<file path="config.mk">
export PLATFORM = sky130hd
export DESIGN_NAME = wb_arbiter
export DESIGN_NICKNAME = d
export VERILOG_FILES = /design/src/rtl/wb_arbiter.sv
export SDC_FILE = /design/constraint.sdc
export NUM_CORES = 1
export LEC_CHECK = 0
export CAP_MARGIN = 40
export CORE_ASPECT_RATIO = 1.75
export CORE_MARGIN = 10
export CORE_UTILIZATION = 51
export CTS_BUF_LIST = sky130_fd_sc_hd__clkbuf_4
export DETAILED_ROUTE_END_ITERATION = 7
export PLACE_DENSITY = 0.77
export SKIP_CTS_REPAIR_TIMING = 1
export SYNTH_ARGS = -nofsm -noshare
export SYNTH_HDL_FRONTEND = slang
export SYNTH_SLANG_ARGS = --single-unit
</file>
<file path="constraint.sdc">
create_clock -name clk -period 3 [get_ports clk]
set_input_delay 0.3 -clock clk [delete_from_list [all_inputs] [get_ports clk]]
set_output_delay 0.3 -clock clk [all_outputs]
set_load 0.05 [all_outputs]
</file>
<file path="src/rtl/wb_arbiter.sv">
// Register-file write-port arbiter: fixed-priority ALU writeback merged with a
// FIFO-buffered LSU writeback, plus read-after-write hazard reporting for decode.
module wb_arbiter #(
   parameter int DEPTH = 4,
   parameter int AW    = 5,
   parameter int DW    = 32
) (
   input  logic                     clk,
   input  logic                     rst_n,
   input  logic                     alu_we,
   input  logic [AW-1:0]            alu_rd,
   input  logic [DW-1:0]            alu_wd,
   input  logic                     lsu_valid,
   output logic                     lsu_ready,
   input  logic [AW-1:0]            lsu_rd,
   input  logic [DW-1:0]            lsu_wd,
   input  logic [AW-1:0]            rs1,
   input  logic [AW-1:0]            rs2,
   output logic                     hazard1,
   output logic                     hazard2,
   output logic                     we3,
   output logic [AW-1:0]            a3,
   output logic [DW-1:0]            wd3,
   output logic [$clog2(DEPTH):0]   count
);

   localparam int PW = $clog2(DEPTH);
   localparam int CW = PW + 1;
   localparam logic [CW-1:0] FULL = CW'(DEPTH);

   logic [DEPTH-1:0] ent_vld;
   logic [AW-1:0]    ent_rd [DEPTH];
   logic [DW-1:0]    ent_wd [DEPTH];
   logic [PW-1:0]    rptr;
   logic [PW-1:0]    wptr;

   logic alu_grant;
   logic push;
   logic pop;
   logic not_empty;
   logic pend1;
   logic pend2;

   // x0 never names a real destination, so it can neither match nor be matched.
   function automatic logic addr_hit(input logic [AW-1:0] a, input logic [AW-1:0] b);
      return (a != '0) && (a == b);
   endfunction

   assign not_empty = (count != '0);
   assign lsu_ready = rst_n & (count != FULL);
   assign alu_grant = alu_we & (alu_rd != '0);
   assign push      = lsu_valid & lsu_ready & (lsu_rd != '0);
   assign pop       = ~alu_grant & not_empty;

   // FIFO control: pointers, occupancy and per-entry valid (squash) bits.
   always_ff @(posedge clk) begin
      if (!rst_n) begin
         rptr    <= '0;
         wptr    <= '0;
         count   <= '0;
         ent_vld <= '0;
      end else begin
         for (int i = 0; i < DEPTH; i++) begin
            if (alu_grant && ent_vld[i] && addr_hit(alu_rd, ent_rd[i]))
               ent_vld[i] <= 1'b0;
         end
         if (pop) begin
            ent_vld[rptr] <= 1'b0;
            rptr          <= rptr + PW'(1);
         end
         if (push) begin
            ent_vld[wptr] <= ~(alu_grant && addr_hit(alu_rd, lsu_rd));
            wptr          <= wptr + PW'(1);
         end
         count <= count + CW'(push) - CW'(pop);
      end
   end

   always_ff @(posedge clk) begin
      if (push) begin
         ent_rd[wptr] <= lsu_rd;
         ent_wd[wptr] <= lsu_wd;
      end
   end

   // Write-port register stage: ALU first, else FIFO head, else idle.
   always_ff @(posedge clk) begin
      if (!rst_n) begin
         we3 <= 1'b0;
         a3  <= '0;
         wd3 <= '0;
      end else if (alu_grant) begin
         we3 <= 1'b1;
         a3  <= alu_rd;
         wd3 <= alu_wd;
      end else if (not_empty) begin
         we3 <= ent_vld[rptr];
         a3  <= ent_rd[rptr];
         wd3 <= ent_wd[rptr];
      end else begin
         we3 <= 1'b0;
      end
   end

   // Pending writes: the registered port commits next edge, so it counts too.
   always_comb begin
      pend1 = 1'b0;
      pend2 = 1'b0;
      for (int i = 0; i < DEPTH; i++) begin
         pend1 = pend1 | (ent_vld[i] & addr_hit(rs1, ent_rd[i]));
         pend2 = pend2 | (ent_vld[i] & addr_hit(rs2, ent_rd[i]));
      end
      hazard1 = pend1 | (we3 & addr_hit(rs1, a3));
      hazard2 = pend2 | (we3 & addr_hit(rs2, a3));
   end

endmodule

</file>
---- Word-level counts from Yosys, hierarchy flattened ----
Memories as Yosys holds them, arrays and structs flattened. A register that Yosys moved wholly into a read port is not among the register bits.
Index checks and enable logic that the tools add are counted.
storage, ports and cells
  bits in registers ....................... 49
  memory bits (writable) .................. 148
  input bits .............................. 88
  output and inout bits ................... 44
  word-level logic and storage cells ...... 122
  memories ................................ 2
cells by class
  $add $sub $neg .......................... 4
  magnitude comparators ................... 4
  eq/ne operators ......................... 16
  muxes and demuxes ....................... 30
  bitwise operators ....................... 27
  reductions and logical operators ........ 32
memories
  name    words  width  read ports  clocked after Yosys merged registers in  wr ports  line  source
  ent_wd  4      32     1           1                                        1         33    logic [DW-1:0] ent_wd [DEPTH];
  ent_rd  4      5      5           1                                        1         32    logic [AW-1:0] ent_rd [DEPTH];
operator list
  cell                 count
  $eq 5x5->1           15
  $mux 32              2
  $logic_and 1x1->1    26
  $reduce_bool 5->1    4
  $and 1x1->1          15
  $mux 1               15
  $mux 4               3
  $mux 5               2
  $mux 2               4
  $or 1x1->1           8
  $lt 2x3->1 const B   2
  $add 2x1->2 const B  2
  $and 4x4->4          1
  $bwmux 4             1
  $demux 1 s2          2
  $ge 2x1->1 const B   2
  $not 4->4            1
  $add 3x1->3          1
  $ne 3x3->1 const B   1
  $reduce_bool 3->1    1
  $sub 3x1->3          1
  $bmux 1 s2           1
  $not 1->1            2
  $reduce_bool 2->1    1

---- Logic depth before layout (Yosys ltp) ----
Gate-level depths: netlist (run 1).
  word-level depth ........................ 11
  mapped depth ............................ 13
  depth with buffers taken out ............ 11

---- Least setup slack after synthesis (run 1) ----
No wires, ideal clock.
  path type ............................... flip-flop to flip-flop
  start point ............................. register count[1]
  end point ............................... register ent_vld[0]
  library setup time ...................... 0.121 ns
  data arrival time ....................... 4.651 ns
  required time ........................... 2.879 ns
  slack ................................... -1.772 ns
  stages on the path, launching flop included .. 6
  buffers on the path ..................... 0
  clock period less this slack ............ 4.772 ns
  path through ............................ dfxtp_1 > nor2_1 > a21boi_0 > o211ai_2 > nor2_1 > mux2_2
between the ends
  elaborated cells on any way between the ends .. 10
  classes of those cells .................. eq/ne (1); mux (4); bitwise (4); reduce/logical (1)
RTL lines
  item                           line  source
  start, declared                24    output logic [$clog2(DEPTH):0] count
  start signal, assigned         75    count <= count + CW'(push) - CW'(pop);
  $ne 3x3->1                     50    assign lsu_ready = rst_n & (count != FULL);
  $and 1x1->1                    50
  via lsu_ready                  14    output logic lsu_ready,
  $and 1x1->1 (2 in a row)       52    assign push = lsu_valid & lsu_ready & (lsu_rd != '0);
  $mux 4                         71    if (push) begin
  end signal, assigned by index  72    ent_vld[wptr] <= ~(alu_grant && addr_hit(alu_rd, lsu_rd));
  end, declared                  31    logic [DEPTH-1:0] ent_vld;
The timed path passes the listed nets, and every way through them passes these cells. The select of a mux whose other input is x is not followed.
A chain may end at the register's enable or synchronous reset.

---- Final worst setup path (run 1) ----
  start point ............................. input port alu_rd[0]
  end point ............................... register count[2]
between the ends
  word-level cells in the longest chain between the ends .. 5
ends and longest elaborated chain
  item               line  source
  start, declared    11    input logic [AW-1:0] alu_rd,
  $reduce_bool 5->1  51    assign alu_grant = alu_we & (alu_rd != '0);
  $and 1x1->1        51
  $not 1->1          53    assign pop = ~alu_grant & not_empty;
  $and 1x1->1        53
  $sub 3x1->3        75
Every way passes these cells.

==> results of run 1 <==
[worst max-delay path, delay by kind of cell]
family | cells | cell delay (ps)
adders and majority gates | 3 | 760
AOI/OAI and AO/OA | 1 | 180
and+or+nand+nor | 3 | 890
xor gates and xnor gates | 2 | 270
buffers and inverters | 3 | 550
[worst max path at each step]
stage / cells after the start / endpoint / slack (ps)
6_report: 12 / count[2] / 500
5_1_grt: 6 / hazard1 / 320
4_1_cts: 6 / hazard2 / 430
3_5_place_dp: 12 / count[2] / -50
3_3_place_gp: 12 / count[2] / -30
2_1_floorplan: 11 / count[2] / 70
[cell usage after synthesis]
cell type,instances
o41a_1,1
and2_1,6
a21oi_1,2
dfxtp_1,51
a22oi_1,1
nor2b_1,4
or4_1,3
edfxtp_1,148
o211a_1,36
xnor2_1,29
ha_1,10
xor2_1,50
mux2_2,5
nand2_1,43
o21ai_4,1
fa_1,1
a211oi_1,4
mux4_2,38
nor4_1,14
mux2i_1,37
or4_4,1
buf_4,1
nand3_1,17
inv_1,10
buf_2,16
o22a_1,2
a21boi_0,2
buf_6,1
or3_1,1
nor2_1,5
o211ai_2,1
clkbuf_1,22
buf_1,2
[cell type report]
cell class | count | share of cell area (%)
timing repair buffer | 155 | 14.35
clock buffer | 17 | 1.194
sequential | 199 | 51.16
inverter | 10 | 0.3510
multi-input combinational | 314 | 28.97
clock inverter | 15 | 1.299
antenna | 1 | 0.02340
tap | 227 | 2.656
[per-layer routing]
metal | share of wire [%] | track usage, % | up-vias
met5 | 0 | 0 | -
met4 | 4.8 | 10.55 | 0
met3 | 3.6 | 3.499 | 42
met2 | 56 | 34.14 | 145
met1 | 35 | 18.70 | 2634
li1 | - | - | 2400
[sequential cells by signal (all words and copies together) (netlist names), named ones only]
name     count
ent_vld      4
rptr         2
we3          1
wptr         2
wd3         32
a3           5
count        3
ent_wd     128
ent_rd      20
[report_power, final]
part	switching [mW]	internal (mW)
clock	0.894	0.431
combinational	1.28	1.15
sequential	0.213	3.18
total	2.39	4.76
[per-stage QoR]
step / TNS [ps] / std cells / util (%)
5_1_grt: 0 / 938 / 63.39
2_1_floorplan: 0 / 565 / -
3_3_place_gp: -27.72 / 903 / 61.47
6_report: 0 / 938 / 63.39
3_5_place_dp: -53.19 / 905 / 61.79
4_1_cts: 0 / 937 / 63.37
[cell families after synthesis]
logic type,count (synthesis),synth area share [%]
buffers and inverters,52,2.589
DFF,199,62.48
muxes,80,14.66
adders and majority gates,11,1.659
xor gates and xnor gates,79,7.910
and+or+nand+nor,94,5.207
AOI/OAI and AO/OA,50,5.493
[layout by cell type (no fill, tap or decap), types with 14 or more instances in the layout]
| cell | instances |
|---|---|
| edfxtp_1 | 148 |
| clkdlybuf4s50_1 | 128 |
| xor2_1 | 50 |
| dfxtp_1 | 47 |
| nand2_1 | 43 |
| mux4_2 | 38 |
| mux2i_1 | 37 |
| o211a_1 | 36 |
| xnor2_1 | 29 |
| buf_4 | 23 |
| nand3_1 | 17 |
| clkbuf_4 | 17 |
| nor4_1 | 14 |
==> metrics.txt, run 1 <==
vias in the first global route approximately 5700; worst vdd ir roughly 650 uV; NumNets Final between 700 and 800; die area about 0.023 sq mm; FF/Latch Area roughly 0.0055 sq mm; chip width about 120 um; hpwl dp 15840 um; leakage 3.964 nW; Hold Violations, Final 0; H-tree Lvls 4; FP Rows 63; pins over their slew limit 0; clk root buf clkbuf_4; Worst-path clk slew around 150 ps; synthesized area approximately 0.009 sq mm; Die Y-Extent 193.2 um; initial antenna violation count 1; Critical Setup Path Class primary input to flop; Critical Path Source alu_rd[0]; RSZ-0062 raised after global routing false; initial core utilization roughly 52%; Syn Nets about 660; hold worst-path end wd3[12]; PwrDens approximately 670 mW/mm^2; slowest stage cell, crit path or4_4; Fmax roughly 0.40 GHz; Unique masters post-synth 33; dpl cell area approximately 0.010 sq mm; Total Power 7.148 mW; CP required about 3500 ps; Hold Path Origin rst_n; Mean Syn Cell Area roughly 15 sq um; Critical R2R Launch count[1]; CTS Buf Count 17; Final setup viols 0; crit end category flop; Vias 5221; routed len/inst approximately 23 um; Port-buffer cells around 130; footprint of the multi-input gates 0.003098 sq mm; Max Cap Viol 0; reg2reg path depth 10; Routed Antenna Nets 0; pin count of the biggest net entering global routing between 80 and 90; GRT overflow 0; Worst Hold Margin 369.1 ps; # IOs between 100 and 150; Worst-Margin Slew roughly 840 ps; R2R setup slack about 520 ps; post-synthesis sequential area ratio 62.48%; DRT Wirelength between 20000 and 25000 um; Cells on Worst Hold Path 3; area grow syn2layout 22.24%; CP Cell Sequence clkdlybuf4s50_1 -> or4_4 -> o21ai_4 -> and2_1 -> ha_1 -> inv_1 -> ha_1 -> inv_1 -> fa_1 -> xnor2_1 -> xnor2_1 -> and2_1; Max-slew headroom 44.04%; Finished Cell Area ~0.011 sq mm; fin crit share 83.30%; Synth area leader edfxtp_1; Slowest Stage Delay on Critical Path 550 ps; post-DR vias/cell 5.566; first-pass GRT wire length between 30000 and 40000 um; RR Endpoint count[2]; top post-synthesis cells by area edfxtp_1 51%, dfxtp_1 12%, mux4_2 9.8%; Clock Path Buffers 2; Synth warnings 0; share of cells above drive strength 1 between 10% and 20%; Core Region ~0.017 sq mm; Total GRT Usage a little under a fifth; Synth Instances approximately 570; GPL Wtd Cong 0.9529; Startpoint Class primary input; Skew-Pair Late Insertion Delay around 540 ps; Detailed Route Iter0 Violations between 200 and 300; status finished, final reports clean; worst min path class primary input to flop; clock sink count slightly below 200; drt drc 0; fin crit period around 2500 ps; CTS tree yes; CP Data Arrival Time 2960 ps; Yosys top cell area share 50.81%; Yosys reg bits between 150 and 200; worst-case clock skew 17.47 ps; Setup WS post-layout approximately 500 ps; drt pass-1 iters 4; Fill cells 1311; CP Max Fanout 2; post-place setup slack -53.19 ps
Power figures use the tool's default switching activity.
==> inputs of run 2 (changes only) <==
==> constraint.sdc (replaced) <==
create_clock -name clk -period 2.1 [get_ports clk]
set_input_delay 0.21 -clock clk [delete_from_list [all_inputs] [get_ports clk]]
set_output_delay 0.21 -clock clk [all_outputs]
set_load 0.05 [all_outputs]
==> run 2 against run 1 <==
The run now ends with setup timing left; critical path depth shrank 5; via count grew 2.5%; setup slack lost 800 ps; largest cell class unchanged.
==> metrics.txt, run 2 (same netlist as run 1, synthesis figures left out) <==
status complete, but fails checks (was finished, final reports clean); failing checks setup timing; Finished Layout Cells 982 (was 938); Placed Cells 929 (was 905); pin count of the biggest net entering global routing 81 (unchanged); # IOs 132 (unchanged); pins over their slew limit 0 (unchanged); CTS Buf Count 17 (unchanged); Worst-path clk slew 170 ps (was 150 ps); Vias 5353 (was 5221); reg2reg path depth 10 (unchanged); initial antenna violation count 1 (unchanged); CTS tree yes (unchanged); RR Endpoint count[2] (unchanged); FP Rows 63 (unchanged); die area 0.02300 sq mm (unchanged); worst min path class primary input to flop (unchanged); Final setup viols 3 (was 0); drt drc 0 (unchanged); post-place setup slack -836.4 ps (was -53.19 ps); Startpoint Class flop (was primary input); DRT Wirelength 21500 um (was 21290 um); critical path endpoint hazard2 (was count[2]); area grow syn2layout 29.21% (was 22.24%); fin crit period ~2400 ps; Core Region 0.01687 sq mm (unchanged); CP Data Arrival Time 2180 ps (was 2960 ps); Port-buffer cells 131 (unchanged); Max-slew headroom 50.51% (was 44.04%); CP required 1890 ps (was 3460 ps); Setup WS post-layout -294.7 ps (was 501.0 ps); Fill cells 1239 (was 1311); Total GRT Usage 18.83% (was 18.50%); Clock Path Buffers 2 (unchanged); worst vdd ir 816.9 uV (was 646.5 uV); chip width 119 um (unchanged); Worst-Margin Slew 742.3 ps (was 837.3 ps); crit end category primary output (was flop); Routed Antenna Nets 0 (unchanged); NumNets Final 840 (was 796); Max Cap Viol 0 (unchanged); hpwl dp 15600 um (was 15840 um); most frequent cells in the layout 148 x edfxtp_1, 115 x clkdlybuf4s50_1, 55 x buf_4 (was 148 x edfxtp_1, 128 x clkdlybuf4s50_1, 50 x xor2_1); leakage 4.387 nW (was 3.964 nW); CP Max Fanout 4 (was 2); GRT overflow 0 (unchanged); H-tree Lvls 4 (unchanged); clock sink count 199 (unchanged); Detailed Route Iter0 Violations 357 (was 270); Hold Violations, Final 0 (unchanged); share of cells above drive strength 1 22.94% (was 15.92%); Critical Setup Path Class flop to primary output (was primary input to flop); PwrDens 925.9 mW/mm^2 (was 668.5 mW/mm^2); worst-case clock skew 19.37 ps (was 17.47 ps); Critical R2R Launch count[1] (unchanged); max reg flops 128 (unchanged); drt pass-1 iters 6 (was 4); initial core utilization 51.85% (unchanged); commonest non-fill, non-tap cell in the layout edfxtp_1 (unchanged); vias in the first global route 5780 (was 5724); GPL Wtd Cong 0.9111 (was 0.9529); top flop regs ent_wd x128, wd3 x32, ent_rd x20 (unchanged); routed len/inst 21.89 um (was 22.70 um); RSZ-0062 raised after global routing true (was false); Largest Register ent_wd (unchanged); first-pass GRT wire length 33310 um (was 32790 um); Total Power 10.46 mW (was 7.148 mW); Critical Path Source ent_rd[0][1] (was alu_rd[0]); post-DR vias/cell 5.451 (was 5.566); R2R setup slack -90 ps (was 520 ps); Skew-Pair Late Insertion Delay 580 ps (was 540 ps); fin crit share 114.0%; Die Y-Extent 193.2 um (unchanged); post-route setup TNS -723.8 ps (was 0 ps); Hold Path Origin alu_rd[0] (was rst_n); Fmax about 0.42 GHz; clk root buf clkbuf_4 (unchanged)
-- run 2: changes by cell type in the layout (fill, tap and decap cells not counted), moves of 3 or more --
cell | before | now
mux2_2 | 5 | 2
dlymetal6s2s_1 | 0 | 12
buf_4 | 23 | 55
clkinv_8 | 0 | 3
clkdlybuf4s50_1 | 128 | 115
nor4_1 | 14 | 9
nor4_2 | 0 | 5
buf_12 | 1 | 14
mux2_4 | 0 | 3
-- run 2: worst max-delay path: stages (launching register included) --
cell and delay, ps:
edfxtp_1 530, buf_4 190, xor2_1 160, nor4_2 180, nand3_1 110, nand3_1 110, o22a_1 180, buf_12 140
-- run 2: power breakdown --
| part | switching [mW] | leakage [nW] | internal (mW) | total, mW |
|---|---|---|---|---|
| logic | 1.96 | 2.47 | 1.81 | 3.78 |
| registers | 0.194 | 1.77 | 4.55 | 4.74 |
| clock network | 1.40 | 0.148 | 0.544 | 1.94 |
| total | 3.56 | 4.39 | 6.91 | 10.5 |
-- run 2: worst min-delay path by stage --
stage	endpoint	slack, ps	cells past startpoint
2_1_floorplan	ent_rd[0][0]	310	0
3_3_place_gp	wptr[1]	550	2
3_5_place_dp	wptr[1]	580	2
4_1_cts	wd3[10]	180	2
5_1_grt	a3[0]	110	3
6_report	a3[0]	150	3
-- run 2: cell type report --
type	instances	area [sq um]	share of cell area, %
inverters	10	37.54	0.3321
clock buffers	17	127.6	1.129
diodes	1	2.502	0.02214
well taps	227	284.0	2.513
repair buffers	199	2021	17.88
flip-flops and latches	199	5477	48.46
multi-input cells	314	3197	28.29
clock inverters	15	156.4	1.384
-- run 2: layer usage --
layer	track usage [%]	part of all wire, %
met1	19.92	37
met2	34.00	55
met3	4.461	4.3
met4	8.873	3.8
met5	0	0
-- run 2: metrics by stage --
step | utilization, % | area, sq um | hold WS (ps)
final | 67.00 | 11300 | 146.8
after global routing | 67.00 | 11300 | 109.0
after CTS | 65.64 | 11070 | 177.4
after detailed placement | 63.95 | 10790 | 575.5
after global placement | 63.95 | 10790 | 550.4
after floorplan | - | 8869 | 308.9
==> inputs of run 3 (changes only) <==
==> constraint.sdc (replaced) <==
create_clock -name clk -period 2.1 [get_ports clk]
set_input_delay 0.21 -clock clk [delete_from_list [all_inputs] [get_ports clk]]
set_output_delay 0.21 -clock clk [all_outputs]
set_load 0.02 [all_outputs]
==> run 3 against run 2 <==
The flow still finishes with violations (setup timing); hold slack worse by 37 ps; total power down 1.8%; routed wire length rose by 4.7%; final cell count increased by 1.4%; sequential power is essentially flat; via count increased by 1.6%; flip-flop and latch count is the same; die area unchanged; critical path depth up 1; clock skew is 0.67 ps lower; largest cell class unchanged; highest routed layer unchanged; clock-buffer cell count grew 1; non-clock buffer count rose by 14.
==> metrics.txt, run 3 (same netlist as run 1, synthesis figures left out) <==
fin crit period 2483 ps (was 2395 ps); Max-slew headroom 49.56% (was 50.51%); initial core utilization 51.85% (unchanged); fin crit share 118.3% (was 114.0%); post-place setup slack -807.4 ps (was -836.4 ps); worst-case clock skew 18.70 ps (was 19.37 ps); chip width 119 um (unchanged); initial antenna violation count 1 (unchanged); pin count of the biggest net entering global routing 81 (unchanged); post-route setup TNS -873.3 ps (was -723.8 ps); status complete, but fails checks (unchanged); failing checks setup timing (unchanged); Detailed Route Iter0 Violations 315 (was 357); routed len/inst 22.59 um (was 21.89 um); Die Y-Extent 193.2 um (unchanged); DRT Wirelength 22500 um (was 21500 um); leakage 4.312 nW (was 4.387 nW); CTS Buf Count 17 (unchanged); Worst-Margin Slew 756.7 ps (was 742.3 ps); Clock Path Buffers 2 (unchanged); CTS tree yes (unchanged); H-tree Lvls 4 (unchanged); Worst-path clk slew 170 ps (about the same); Largest Register ent_wd (unchanged); FP Rows 63 (unchanged); crit end category primary output (unchanged); drt pass-1 iters 4 (was 6); reg2reg path depth 10 (unchanged); share of cells above drive strength 1 23.70% (was 22.94%); Total Power 10.28 mW (was 10.46 mW); Finished Cell Area 0.01134 sq mm (was 0.01130 sq mm); hpwl dp 16780 um (was 15600 um); commonest non-fill, non-tap cell in the layout edfxtp_1 (unchanged); clock sink count 199 (unchanged); CP Data Arrival Time 2270 ps (was 2180 ps); Hold Violations, Final 0 (unchanged); first-pass GRT wire length 34820 um (was 33310 um); Placed Cells 955 (was 929); Final setup viols 3 (unchanged); max reg flops 128 (unchanged); die area 0.02300 sq mm (unchanged); RSZ-0062 raised after global routing true (unchanged); Total GRT Usage 19.79% (was 18.83%); PwrDens 906.1 mW/mm^2 (was 925.9 mW/mm^2); Setup WS post-layout -383.3 ps (was -294.7 ps); # IOs 132 (unchanged); drt drc 0 (unchanged); post-DR vias/cell 5.460 (was 5.451); Skew-Pair Late Insertion Delay 590 ps (was 580 ps); NumNets Final 854 (was 840); worst vdd ir 634.6 uV (was 816.9 uV); Startpoint Class flop (unchanged); Cells on Worst Hold Path 3 (unchanged); Fmax 0.4027 GHz (was 0.4176 GHz); worst min path class primary input to flop (unchanged); Max Cap Viol 0 (unchanged); GPL Wtd Cong 0.9335 (was 0.9111); CP required 1890 ps (about the same); pins over their slew limit 0 (unchanged); Routed Antenna Nets 0 (unchanged); dpl cell area 0.01094 sq mm (was 0.01079 sq mm); Core Region 0.01687 sq mm (unchanged); Finished Layout Cells 996 (was 982); clk root buf clkbuf_4 (unchanged); vias in the first global route 5978 (was 5780); top flop regs ent_wd x128, wd3 x32, ent_rd x20 (unchanged); Port-buffer cells 131 (unchanged); most frequent cells in the layout 148 x edfxtp_1, 126 x clkdlybuf4s50_1, 68 x buf_4 (was 148 x edfxtp_1, 115 x clkdlybuf4s50_1, 55 x buf_4); GRT overflow 0 (unchanged); Vias 5438 (was 5353); CP Max Fanout 3 (was 4); Critical Setup Path Class flop to primary output (unchanged); area grow syn2layout 29.67% (was 29.21%)
==> run 3: path summary, 6_finish.rpt <==
path,start,endpoint,slack (ps)
max,ent_rd[3][2],hazard2,-380
max reg2reg,count[1],count[2],-90
min reg2reg,wptr[1],wptr[1],600
min,alu_rd[0],a3[0],110
==> run 3: area by class of cell <==
type	count	area, sq um
antenna	1	2.502
clock buffer	18	135.1
clock inverter	14	165.2
fill	1241	5527
inverter	10	37.54
multi-input combinational	314	3164
sequential	199	5475
tap	227	284.0
timing repair buffer	213	2078
==> run 3: where the power goes <==
group          switching (mW)  total (mW)  internal [mW]
registers               0.200        4.75           4.55
clock network            1.32        2.07          0.752
logic                    1.64        3.46           1.82
total                    3.16        10.3           7.12
==> run 3: metrics by stage <==
step                hold slack (ps)  utilization, %
CTS                           188.9           66.66
global route                  131.7           67.24
finish                        110.1           67.24
floorplan                     308.9               -
detailed placement            584.7           64.88
global placement              550.4           64.88
==> run 3: per-layer routing <==
metal	vias up	GRT usage, %	wire length [um]
li1	2516	-	-
met3	38	3.528	834
met4	0	9.552	665
met1	2732	20.23	8006
met2	152	37.22	12990
met5	-	0	0
==> run 3: critical path: stages (launching register included) <==
cell      delay (ps)
edfxtp_1         480
buf_6            150
xor2_1           150
nor4_1           310
buf_4            170
nand3_2           80
nand3_2           90
o22a_1           150
buf_6            120
